<file path="config.mk">
export PLATFORM = sky130hd
export DESIGN_NAME = mpsoc_msi_wb_rr_arbiter
export DESIGN_NICKNAME = d
export VERILOG_FILES = /design/src/rtl/mpsoc_msi_wb_rr_arbiter.sv
export SDC_FILE = /design/constraint.sdc
export NUM_CORES = 1
export LEC_CHECK = 0
export CORE_AREA = 2 2 278 280
export CTS_CLUSTER_DIAMETER = 150
export DETAILED_ROUTE_END_ITERATION = 10
export DIE_AREA = 0 0 280 282
export PLACE_DENSITY = 0.36
export SYNTH_ARGS = -nofsm -noshare
export SYNTH_HDL_FRONTEND = slang
export SYNTH_SLANG_ARGS = --single-unit
</file>
<file path="constraint.sdc">
create_clock -name wb_clk_i -period 3.8 [get_ports wb_clk_i]
set_input_delay 0.38 -clock wb_clk_i [delete_from_list [all_inputs] [get_ports wb_clk_i]]
set_output_delay 0.38 -clock wb_clk_i [all_outputs]
set_load 0.01 [all_outputs]
</file>
<file path="src/rtl/mpsoc_msi_wb_rr_arbiter.sv">
// Round-robin Wishbone arbiter: one wide slave shared by NUM_MASTERS masters,
// grant held for the whole bus cycle, with a per-transfer hang watchdog.
module mpsoc_msi_wb_rr_arbiter #(
    parameter int NUM_MASTERS = 4,
    parameter int AW          = 32,
    parameter int DW          = 64,
    parameter int TIMEOUT     = 255
) (
    input  logic                      wb_clk_i,
    input  logic                      wb_rst_i,
    input  logic [NUM_MASTERS*AW-1:0] wbm_adr_i,
    input  logic [NUM_MASTERS*DW-1:0] wbm_dat_i,
    input  logic [NUM_MASTERS*DW/8-1:0] wbm_sel_i,
    input  logic [NUM_MASTERS-1:0]    wbm_we_i,
    input  logic [NUM_MASTERS-1:0]    wbm_cyc_i,
    input  logic [NUM_MASTERS-1:0]    wbm_stb_i,
    input  logic [NUM_MASTERS*3-1:0]  wbm_cti_i,
    input  logic [NUM_MASTERS*2-1:0]  wbm_bte_i,
    output logic [DW-1:0]             wbm_dat_o,
    output logic [NUM_MASTERS-1:0]    wbm_ack_o,
    output logic [NUM_MASTERS-1:0]    wbm_err_o,
    output logic [NUM_MASTERS-1:0]    wbm_rty_o,
    output logic [AW-1:0]             wbs_adr_o,
    output logic [DW-1:0]             wbs_dat_o,
    output logic [DW/8-1:0]           wbs_sel_o,
    output logic                      wbs_we_o,
    output logic [2:0]                wbs_cti_o,
    output logic [1:0]                wbs_bte_o,
    output logic                      wbs_cyc_o,
    output logic                      wbs_stb_o,
    input  logic [DW-1:0]             wbs_dat_i,
    input  logic                      wbs_ack_i,
    input  logic                      wbs_err_i,
    input  logic                      wbs_rty_i,
    output logic [NUM_MASTERS-1:0]    grant_o
);

    localparam int IW = $clog2(NUM_MASTERS);
    localparam int WW = (TIMEOUT > 0) ? $clog2(TIMEOUT + 1) : 1;
    localparam logic [IW-1:0] IDX_LAST = IW'(NUM_MASTERS - 1);
    localparam logic [IW-1:0] IDX_ONE  = IW'(1);
    localparam logic [WW-1:0] WD_LAST  = WW'((TIMEOUT > 0) ? TIMEOUT - 1 : 0);
    localparam logic [WW-1:0] WD_ONE   = WW'(1);

    logic          gnt_vld_q, gnt_vld_d;
    logic [IW-1:0] gnt_idx_q, gnt_idx_d;
    logic [IW-1:0] rr_ptr_q,  rr_ptr_d;
    logic          abort_q,   abort_d;
    logic [WW-1:0] wd_cnt_q,  wd_cnt_d;

    logic          own_cyc_s, own_stb_s, slv_cyc_s, slv_stb_s;
    logic          term_s, wd_fire_s;
    logic          sel_found_s;
    logic [IW-1:0] sel_idx_s;

    // Owner selection and slave-side mux from the current owner's slice.
    always_comb begin
        own_cyc_s = wbm_cyc_i[gnt_idx_q];
        own_stb_s = wbm_stb_i[gnt_idx_q];
        slv_cyc_s = gnt_vld_q & own_cyc_s & ~abort_q;
        slv_stb_s = slv_cyc_s & own_stb_s;
        wbs_cyc_o = slv_cyc_s;
        wbs_stb_o = slv_stb_s;
        wbs_adr_o = wbm_adr_i[int'(gnt_idx_q)*AW +: AW];
        wbs_dat_o = wbm_dat_i[int'(gnt_idx_q)*DW +: DW];
        wbs_sel_o = wbm_sel_i[int'(gnt_idx_q)*(DW/8) +: DW/8];
        wbs_we_o  = wbm_we_i[gnt_idx_q];
        wbs_cti_o = wbm_cti_i[int'(gnt_idx_q)*3 +: 3];
        wbs_bte_o = wbm_bte_i[int'(gnt_idx_q)*2 +: 2];
        wbm_dat_o = wbs_dat_i;
    end

    // Watchdog expiry: the last counted stb cycle still lacking a termination.
    always_comb begin
        term_s = slv_cyc_s & (wbs_ack_i | wbs_err_i | wbs_rty_i);
        if (TIMEOUT > 0) begin
            wd_fire_s = slv_stb_s & ~term_s & (wd_cnt_q == WD_LAST);
        end else begin
            wd_fire_s = 1'b0;
        end
    end

    // Terminations steered to the owner only; watchdog error merged in.
    always_comb begin
        wbm_ack_o = {NUM_MASTERS{1'b0}};
        wbm_err_o = {NUM_MASTERS{1'b0}};
        wbm_rty_o = {NUM_MASTERS{1'b0}};
        grant_o   = {NUM_MASTERS{1'b0}};
        for (int i = 0; i < NUM_MASTERS; i++) begin
            if (gnt_idx_q == IW'(i)) begin
                wbm_ack_o[i] = slv_cyc_s & wbs_ack_i;
                wbm_err_o[i] = (slv_cyc_s & wbs_err_i) | wd_fire_s;
                wbm_rty_o[i] = slv_cyc_s & wbs_rty_i;
                grant_o[i]   = gnt_vld_q;
            end else begin
                grant_o[i]   = 1'b0;
            end
        end
    end

    // Round-robin search: reverse scan so the closest index to rr_ptr wins.
    always_comb begin
        int k;
        k           = 0;
        sel_found_s = 1'b0;
        sel_idx_s   = {IW{1'b0}};
        for (int i = NUM_MASTERS - 1; i >= 0; i--) begin
            k = int'(rr_ptr_q) + i;
            if (k >= NUM_MASTERS) begin
                k = k - NUM_MASTERS;
            end else begin
                k = k;
            end
            if (wbm_cyc_i[k]) begin
                sel_found_s = 1'b1;
                sel_idx_s   = IW'(k);
            end else begin
                sel_found_s = sel_found_s;
            end
        end
    end

    // Next-state for grant ownership, pointer, abort and watchdog counter.
    always_comb begin
        gnt_vld_d = gnt_vld_q;
        gnt_idx_d = gnt_idx_q;
        rr_ptr_d  = rr_ptr_q;
        abort_d   = abort_q;
        if (!gnt_vld_q) begin
            abort_d = 1'b0;
            if (sel_found_s) begin
                gnt_vld_d = 1'b1;
                gnt_idx_d = sel_idx_s;
                rr_ptr_d  = (sel_idx_s == IDX_LAST) ? {IW{1'b0}} : sel_idx_s + IDX_ONE;
            end else begin
                gnt_vld_d = 1'b0;
            end
        end else if (!own_cyc_s) begin
            gnt_vld_d = 1'b0;
            abort_d   = 1'b0;
        end else if (wd_fire_s) begin
            abort_d   = 1'b1;
        end else begin
            abort_d   = abort_q;
        end

        if ((TIMEOUT == 0) || !slv_stb_s || term_s || wd_fire_s) begin
            wd_cnt_d = {WW{1'b0}};
        end else begin
            wd_cnt_d = wd_cnt_q + WD_ONE;
        end
    end

    // State registers with synchronous reset.
    always_ff @(posedge wb_clk_i) begin
        if (wb_rst_i) begin
            gnt_vld_q <= 1'b0;
            gnt_idx_q <= {IW{1'b0}};
            rr_ptr_q  <= {IW{1'b0}};
            abort_q   <= 1'b0;
            wd_cnt_q  <= {WW{1'b0}};
        end else begin
            gnt_vld_q <= gnt_vld_d;
            gnt_idx_q <= gnt_idx_d;
            rr_ptr_q  <= rr_ptr_d;
            abort_q   <= abort_d;
            wd_cnt_q  <= wd_cnt_d;
        end
    end

endmodule

</file>
==> summary.md, run 1 <==
| Metric | Value |
|---|---|
| Run status | finished clean |
| Filler cell count | 8483 |
| Area taken by flip-flops and latches | 288 um^2 |
| Post-DR wirelength/cell | 23.2 um |
| Post-Synthesis Net Count | 826 |
| Number of buffers inserted by hold repair at cts | 0 |
| Vias in the first global route | 5663 |
| Final net count | 1327 |
| Time the worst path needs with I/O delays and setup | 3010 ps |
| Final period util | 79.1% |
| Floorplan die height | 282 um |
| Portion of synthesized cell area occupied by the leading cell type | 63.2% |
| Cells after Synth | 307 |
| Switching share of power | 34.6% |
| All-Layer GR Usage | 9.75% |
| Critical Setup Path Class | input pin to output pin |
| Num CTS Buffers | 3 |
| Setup violators final | 0 |
| Dpl ws | 740 ps |
| Final Hold Violating Endpoints | 0 |
| Area of the multi-input gates | 0.00305 mm^2 |
| Largest net degree at the start of global routing | 65 |
| Final instance area | 0.0106 mm^2 |
| Worst min-delay path category | flop to flop |
| Placed Cells incl. Taps | 1781 |
| Worst IR drop on VDD | 94.5 uV |
| Headroom to the max-slew limit | 42.1% |
| Starting density of the core | 5.23% |
| Number of levels in the clock H-tree | 1 |
| Cell internal power dissipation | 1.35 mW |
| Highest achievable clock rate | 333 MHz |
| TritonCTS clock tree | yes |
| Horizontal extent of the die | 280 um |
| Portion of total power attributed to the clock network | 9.8% |
| Count of state elements after synthesis | 14 |
| Synth cell types | 32 |
| Measured slew at the worst slew-check pin | 868 ps |
| Sequential share of the synthesized area | 7.08% |
| Post_cts resized | 0 |
| Setup repair after global routing missed its margin | no |
| DRT antenna net count | 0 |
| Area overhead of the layout relative to synthesis | 167% |
| Number of buffers inserted by post-CTS setup repair | 0 |
| Setup WS post-layout | 795 ps |
| Global-route wire length before repair | 51800 um |
| Core box area | 0.0757 mm^2 |
| Kind of start point of the critical path | input pin |
| Global placement routability congestion | 0.766 |
| Most frequent cells in the layout | 580 x sky130_fd_sc_hd__clkdlybuf4s50_1, 111 x sky130_fd_sc_hd__mux4_2, 17 x sky130_fd_sc_hd__nor2_1 |
| Number of detailed-route iterations in the first pass | 4 |
| Top-level port count | 709 |
| Area of the mapped netlist | 0.00396 mm^2 |
| Largest clock skew in the final design | 2.08 ps |
| Clock transition at the registers of the reported paths | 50 ps |
| Leakage power | 3.29 nW |
| Synth warn | 0 |
| Sinks on Clock Net | 14 |
| Post-layout total power | 2.07 mW |
| Vias per cell | 2.93 |
| Number of enable flip-flop cells after synthesis | 0 |
| Areal power density over the cells | 196 mW/mm^2 |
| Core Util, Final | 13.9% |
| Detailed router's first-iteration violation count | 185 |
| Commonest non-fill, non-tap cell in the layout | sky130_fd_sc_hd__clkdlybuf4s50_1 |
| DRC violations left | 0 |
| Net switching power of the design | 0.715 mW |
| Root buffer selected by CTS | sky130_fd_sc_hd__clkbuf_16 |
| Ratio of cells with drive above 1 in the final layout | 15.7% |
| Area of placed instances | 0.0105 mm^2 |
| Worst skew pair latency | 240 ps |
| Buffer levels on the longest clock path | 2 |
| Largest cells by area after synthesis | sky130_fd_sc_hd__mux4_2 63%, sky130_fd_sc_hd__buf_4 13%, sky130_fd_sc_hd__dfxtp_1 7.1%, sky130_fd_sc_hd__and3_1 1.7%, sky130_fd_sc_hd__nor2_1 1.6% |
| # Max-Cap Violations | 0 |
| Die area | 0.0790 mm^2 |
| Worst hold slack after final layout | 467 ps |
| Wire length after detailed routing | 41500 um |
| Gate power share | 81.4% |
| DR vias | 5246 |
| Post-synthesis cell type with the largest combined area | sky130_fd_sc_hd__mux4_2 |
| Number of pins with negative max-slew slack in the final report | 0 |
| CP arrival | 2630 ps |
| Top flip-flop cell by instance count after synthesis | sky130_fd_sc_hd__dfxtp_1 |
| Sum of negative setup slack | 0 ps |
| Async S/R FF share, synth | 0% |
| Detailed-placement wirelength estimate | 37800 um |
| Relative contribution of sequential cells to total power | 8.8% |
| Final cell count without fillers | 1790 |
| Endpoint required time on the critical path | 3420 ps |
| Initial antenna violation count | 29 |
| Critical Path Sink Type | output pin |
| Syn avg cell area | 12.9 um^2 |
| Remaining Overflow, GRT | 0 |
| Row cnt | 101 |
| Worst-path maximum fanout | 5 |
| Count of buffers from port buffering | 580 |
registers in the layout, summed over array words and instances (netlist names):
signal and cells:
wd_cnt_q 8, gnt_idx_q 2, rr_ptr_q 2, abort_q 1
gnt_vld_q 1
power groups by stage:
stage               Clock, mW  Sequential [mW]  Combinational (mW)
finish                  0.202            0.182                1.68
global route            0.216            0.186                1.79
CTS                     0.209            0.184                1.74
detailed placement          0            0.187                1.73
global placement            0            0.187                1.73
floorplan                   0            0.162               0.682
critical path: stages:
cell and delay [ps]:
sky130_fd_sc_hd__clkdlybuf4s50_1 560, sky130_fd_sc_hd__mux2i_1 190, sky130_fd_sc_hd__nor4b_2 530, sky130_fd_sc_hd__or2_4 260, sky130_fd_sc_hd__and3_1 160, sky130_fd_sc_hd__clkdlybuf4s50_1 540
final cells by class:
class / instances / share of cell area [%]
tap: 978 / 11.6
timing repair buffer: 587 / 55.8
multi-input combinational: 198 / 28.8
antenna: 5 / 0.118
clock buffer: 4 / 0.747
inverter: 4 / 0.142
sequential: 14 / 2.73
worst paths after layout:
kind | depth (start not counted) | endpoint | from | slack, ps
worst max register to register | 4 | wd_cnt_q[6] | gnt_idx_q[0] | 1930
worst min register to register | 1 | wd_cnt_q[0] | wd_cnt_q[0] | 470
worst max-delay path | 6 | wbm_err_o[2] | wbm_cyc_i[0] | 790
worst min-delay path | 1 | wd_cnt_q[0] | wd_cnt_q[0] | 470
cell usage after synthesis, drive strengths merged (2+ instances only):
master,number
a21o,2
a21oi,10
and2,7
and3,11
buf,84
clkbuf,7
dfxtp,14
ha,2
inv,4
mux2i,2
mux4,111
nand2,7
nand2b,2
nand3,5
nor2,17
nor3,3
or2,2
xnor2,3
xor2,4
metal layers:
metal  routed length (um)  share of wire (%)  GRT usage [%]
met1                15300                 37           11.0
met2                18300                 44           15.2
met5                  222               0.53              0
met4                  257               0.62          0.644
met3                 7470                 18           7.35
cells by family (layout without fill, tap and decap cells):
logic type | Yosys count | count (layout) | share of synthesized area (%)
fa+ha+maj | 2 | 2 | 0.632
compound gates | 17 | 17 | 3.07
flops | 14 | 14 | 7.08
mux | 113 | 113 | 63.7
xor+xnor | 7 | 7 | 1.55
buf+inv | 95 | 595 | 16.0
simple gates | 59 | 59 | 8.03
other cells | 0 | 5 | 0
No activity file was read; power rests on OpenSTA's default activity.
==> run 2, diff against run 1 <==
--- a/config.mk
+++ b/config.mk
@@ -5,11 +5,11 @@
 export SDC_FILE = /design/constraint.sdc
 export NUM_CORES = 1
 export LEC_CHECK = 0
-export CORE_AREA = 2 2 278 280
+export CORE_AREA = 2 2 272 274
 export CTS_CLUSTER_DIAMETER = 150
 export DETAILED_ROUTE_END_ITERATION = 10
-export DIE_AREA = 0 0 280 282
-export PLACE_DENSITY = 0.36
+export DIE_AREA = 0 0 274 276
+export PLACE_DENSITY = 0.38
 export SYNTH_ARGS = -nofsm -noshare
 export SYNTH_HDL_FRONTEND = slang
 export SYNTH_SLANG_ARGS = --single-unit
==> constraint.sdc (replaced) <==
create_clock -name wb_clk_i -period 2.5 [get_ports wb_clk_i]
set_input_delay 0.25 -clock wb_clk_i [delete_from_list [all_inputs] [get_ports wb_clk_i]]
set_output_delay 0.25 -clock wb_clk_i [all_outputs]
set_load 0.01 [all_outputs]
==> run 2 against run 1 <==
  * Sequential power rose by 42%
  * Global-route usage decreased by 0.38 points
  * Die area decreased by 4.2%
  * Clock power rose by 53%
  * Register-to-register slack worse by 1100 ps
  * Setup slack got worse by 730 ps
  * Largest power group unchanged
  * Non-clock buffer count up 25
==> summary.md, run 2 (same netlist as run 1, synthesis figures left out) <==
| Metric | Value |
|---|---|
| Horizontal extent of the die | 274 um (was 280 um) |
| Final instance area | 0.0108 mm^2 (was 0.0106 mm^2) |
| Sinks on Clock Net | 14 (unchanged) |
| Portion of total power attributed to the clock network | 9.5% (was 9.8%) |
| Setup crit start | gnt_idx_q[0] (was wbm_cyc_i[0]) |
| Floorplan die height | 276 um (was 282 um) |
| Areal power density over the cells | 300 mW/mm^2 (was 196 mW/mm^2) |
| DRT antenna net count | 0 (unchanged) |
| # Max-Cap Violations | 0 (unchanged) |
| Core Util, Final | 14.9% (was 13.9%) |
| Number of pins with negative max-slew slack in the final report | 0 (unchanged) |
| Top routing layer used | met5 (unchanged) |
| Vias per cell | 2.94 (was 2.93) |
| Wire length after detailed routing | 38800 um (was 41500 um) |
| Leakage power | 3.63 nW (was 3.29 nW) |
| Endpoint required time on the critical path | 2250 ps (was 3420 ps) |
| Top-level port count | 709 (unchanged) |
| Area overhead of the layout relative to synthesis | 173% (was 167%) |
| Largest net degree at the start of global routing | 59 (was 65) |
| Largest register by flop count | wd_cnt_q (unchanged) |
| Vias in the first global route | 5941 (was 5663) |
| Final Hold Violating Endpoints | 0 (unchanged) |
| Number of detailed-route iterations in the first pass | 4 (unchanged) |
| Starting density of the core | 5.45% (was 5.23%) |
| Number of levels in the clock H-tree | 1 (unchanged) |
| Global-route wire length before repair | 49800 um (was 51800 um) |
| DRC violations left | 0 (unchanged) |
| Met3 Routed Length | 4620 um (was 7470 um) |
| Num CTS Buffers | 3 (unchanged) |
| Commonest non-fill, non-tap cell in the layout | sky130_fd_sc_hd__clkdlybuf4s50_1 (unchanged) |
| DR vias | 5283 (was 5246) |
| Crit-path leading delay family | buffers and inverters (unchanged) |
| Headroom to the max-slew limit | 69.4% (was 42.1%) |
| Critical Path Sink Type | output pin (unchanged) |
| Setup violators final | 0 (unchanged) |
| Kind of start point of the critical path | flop (was input pin) |
| Critical-path cell list | buf_16 -> buf_12 -> mux4_2 -> clkdlybuf4s50_1 (was clkdlybuf4s50_1 -> mux2i_1 -> nor4b_2 -> or2_4 -> and3_1 -> clkdlybuf4s50_1) |
| Root buffer selected by CTS | sky130_fd_sc_hd__clkbuf_16 (unchanged) |
| Cell with the largest stage delay on the worst path | sky130_fd_sc_hd__mux4_2 (was sky130_fd_sc_hd__clkdlybuf4s50_1) |
| Count of cells along the worst hold path | 1 (unchanged) |
| Worst Reg-to-Reg Cells | 5 (was 4) |
| Highest achievable clock rate | 410 MHz |
| Core box area | 0.0726 mm^2 (was 0.0757 mm^2) |
| Relative contribution of sequential cells to total power | 8.0% (was 8.8%) |
| Number of flip-flops under the largest register name | 8 (unchanged) |
| Net switching power of the design | 1.16 mW (was 0.715 mW) |
| Final cell count without fillers | 1794 (was 1790) |
| Hold Crit Start | wd_cnt_q[0] (unchanged) |
| Worst IR drop on VDD | 327 uV (was 94.5 uV) |
| Clock transition at the registers of the reported paths | 50 ps (about the same) |
| Ratio of cells with drive above 1 in the final layout | 20.2% (was 15.7%) |
| CP max stage delay | 580 ps (was 560 ps) |
| Buf/Inv on CP | 3 (was 2) |
| Post-layout total power | 3.25 mW (was 2.07 mW) |
| Most frequent cells in the layout | 532 x sky130_fd_sc_hd__clkdlybuf4s50_1, 111 x sky130_fd_sc_hd__mux4_2, 33 x sky130_fd_sc_hd__buf_4 (was 580 x sky130_fd_sc_hd__clkdlybuf4s50_1, 111 x sky130_fd_sc_hd__mux4_2, 17 x sky130_fd_sc_hd__nor2_1) |
| Remaining Overflow, GRT | 0 (unchanged) |
| Wire length on met1 | 15200 um (was 15300 um) |
| Global placement routability congestion | 0.851 (was 0.766) |
| All-Layer GR Usage | 9.37% (was 9.75%) |
| Largest registers | wd_cnt_q x8, gnt_idx_q x2, rr_ptr_q x2 (unchanged) |
| Setup repair after global routing missed its margin | yes (was no) |
| Area of placed instances | 0.0106 mm^2 (was 0.0105 mm^2) |
| Largest clock skew in the final design | 4.45 ps (was 2.08 ps) |
| Area of the multi-input gates | 0.00306 mm^2 (was 0.00305 mm^2) |
| Count of buffers from port buffering | 580 (unchanged) |
| Switching share of power | 35.7% (was 34.6%) |
| Worst-path maximum fanout | 15 (was 5) |
| Worst min-delay path category | flop to flop (unchanged) |
| Worst skew pair latency | 240 ps (about the same) |
| Routed length on met2 | 18300 um (about the same) |
| Final net count | 1352 (was 1327) |
| Measured slew at the worst slew-check pin | 460 ps (was 868 ps) |
| Filler cell count | 8135 (was 8483) |
| Time the worst path needs with I/O delays and setup | 2440 ps |
| Row cnt | 99 (was 101) |
| Cell internal power dissipation | 2.09 mW (was 1.35 mW) |
| Die area | 0.0756 mm^2 (was 0.0790 mm^2) |
| Placed Cells incl. Taps | 1784 (was 1781) |
| Gate power share | 82.5% (was 81.4%) |
| Post-DR wirelength/cell | 21.6 um (was 23.2 um) |
| Buffer levels on the longest clock path | 2 (unchanged) |
| CP arrival | 2190 ps (was 2630 ps) |
| Count of cell instances traversed by the critical path | 4 (was 6) |
| Detailed router's first-iteration violation count | 181 (was 185) |
| Detailed-placement wirelength estimate | 34000 um (was 37800 um) |
| Critical Setup Path Class | flop to output pin (was input pin to output pin) |
| Initial antenna violation count | 10 (was 29) |
| Final period util | 97.6% |
| TritonCTS clock tree | yes (unchanged) |
| Run status | finished clean (unchanged) |
| Area taken by flip-flops and latches | 288 um^2 (unchanged) |
| Sum of negative setup slack | 0 ps (unchanged) |
| Origin of the critical flop-to-flop path | gnt_idx_q[0] (unchanged) |
run 2: cell count changes in the layout (fill, tap and decap cells not counted), moves of 2 or more:
cell and change:
sky130_fd_sc_hd__diode_2 -2, sky130_fd_sc_hd__buf_16 +2, sky130_fd_sc_hd__buf_6 +4, sky130_fd_sc_hd__clkdlybuf4s50_1 -48, sky130_fd_sc_hd__dlymetal6s2s_1 +14, sky130_fd_sc_hd__dlygate4sd2_1 +20, sky130_fd_sc_hd__buf_4 +29, sky130_fd_sc_hd__clkbuf_16 +2
run 2: per-stage QoR:
stage,setup slack [ps],hold slack (ps)
floorplan,774,319
global placement,-174,450
detailed placement,-173,457
CTS,2.04,468
global route,-27.2,500
finish,60.9,462
run 2: what timing repair did:
action	in CTS	in global routing
pin swaps	1	0
setup endpoints to repair	33	34
buffers inserted	1	0
resized for setup	27	19
hold buffers	0	0
gates cloned	0	2
run 2: layout make-up:
type	count	area share [%]
Inverter	4	0.139
Sequential cell	14	2.66
Antenna cell	3	0.0694
Clock buffer	4	0.729
Tap cell	959	11.1
Timing Repair Buffer	612	57.0
Multi-Input combinational cell	198	28.3
run 2: power by group through the flow:
stage | logic [mW] | registers (mW) | clock network (mW)
after floorplan | 1.04 | 0.246 | 0
after global placement | 2.74 | 0.260 | 0
after detailed placement | 2.73 | 0.261 | 0
after CTS | 2.74 | 0.257 | 0.317
after global routing | 2.85 | 0.262 | 0.326
final | 2.68 | 0.259 | 0.309
run 2: worst paths after layout:
kind / end / slack (ps)
worst max-delay path: wbs_adr_o[14] / 60
worst min-delay path: wd_cnt_q[0] / 460
worst min register to register: wd_cnt_q[0] / 460
worst max register to register: wd_cnt_q[3] / 790
run 2: routing by layer:
| layer | GRT usage (%) | vias up |
|---|---|---|
| met5 | 0 | - |
| met4 | 1.85 | 6 |
| met3 | 3.35 | 24 |
| met2 | 16.0 | 385 |
| met1 | 11.2 | 2603 |
| li1 | - | 2265 |
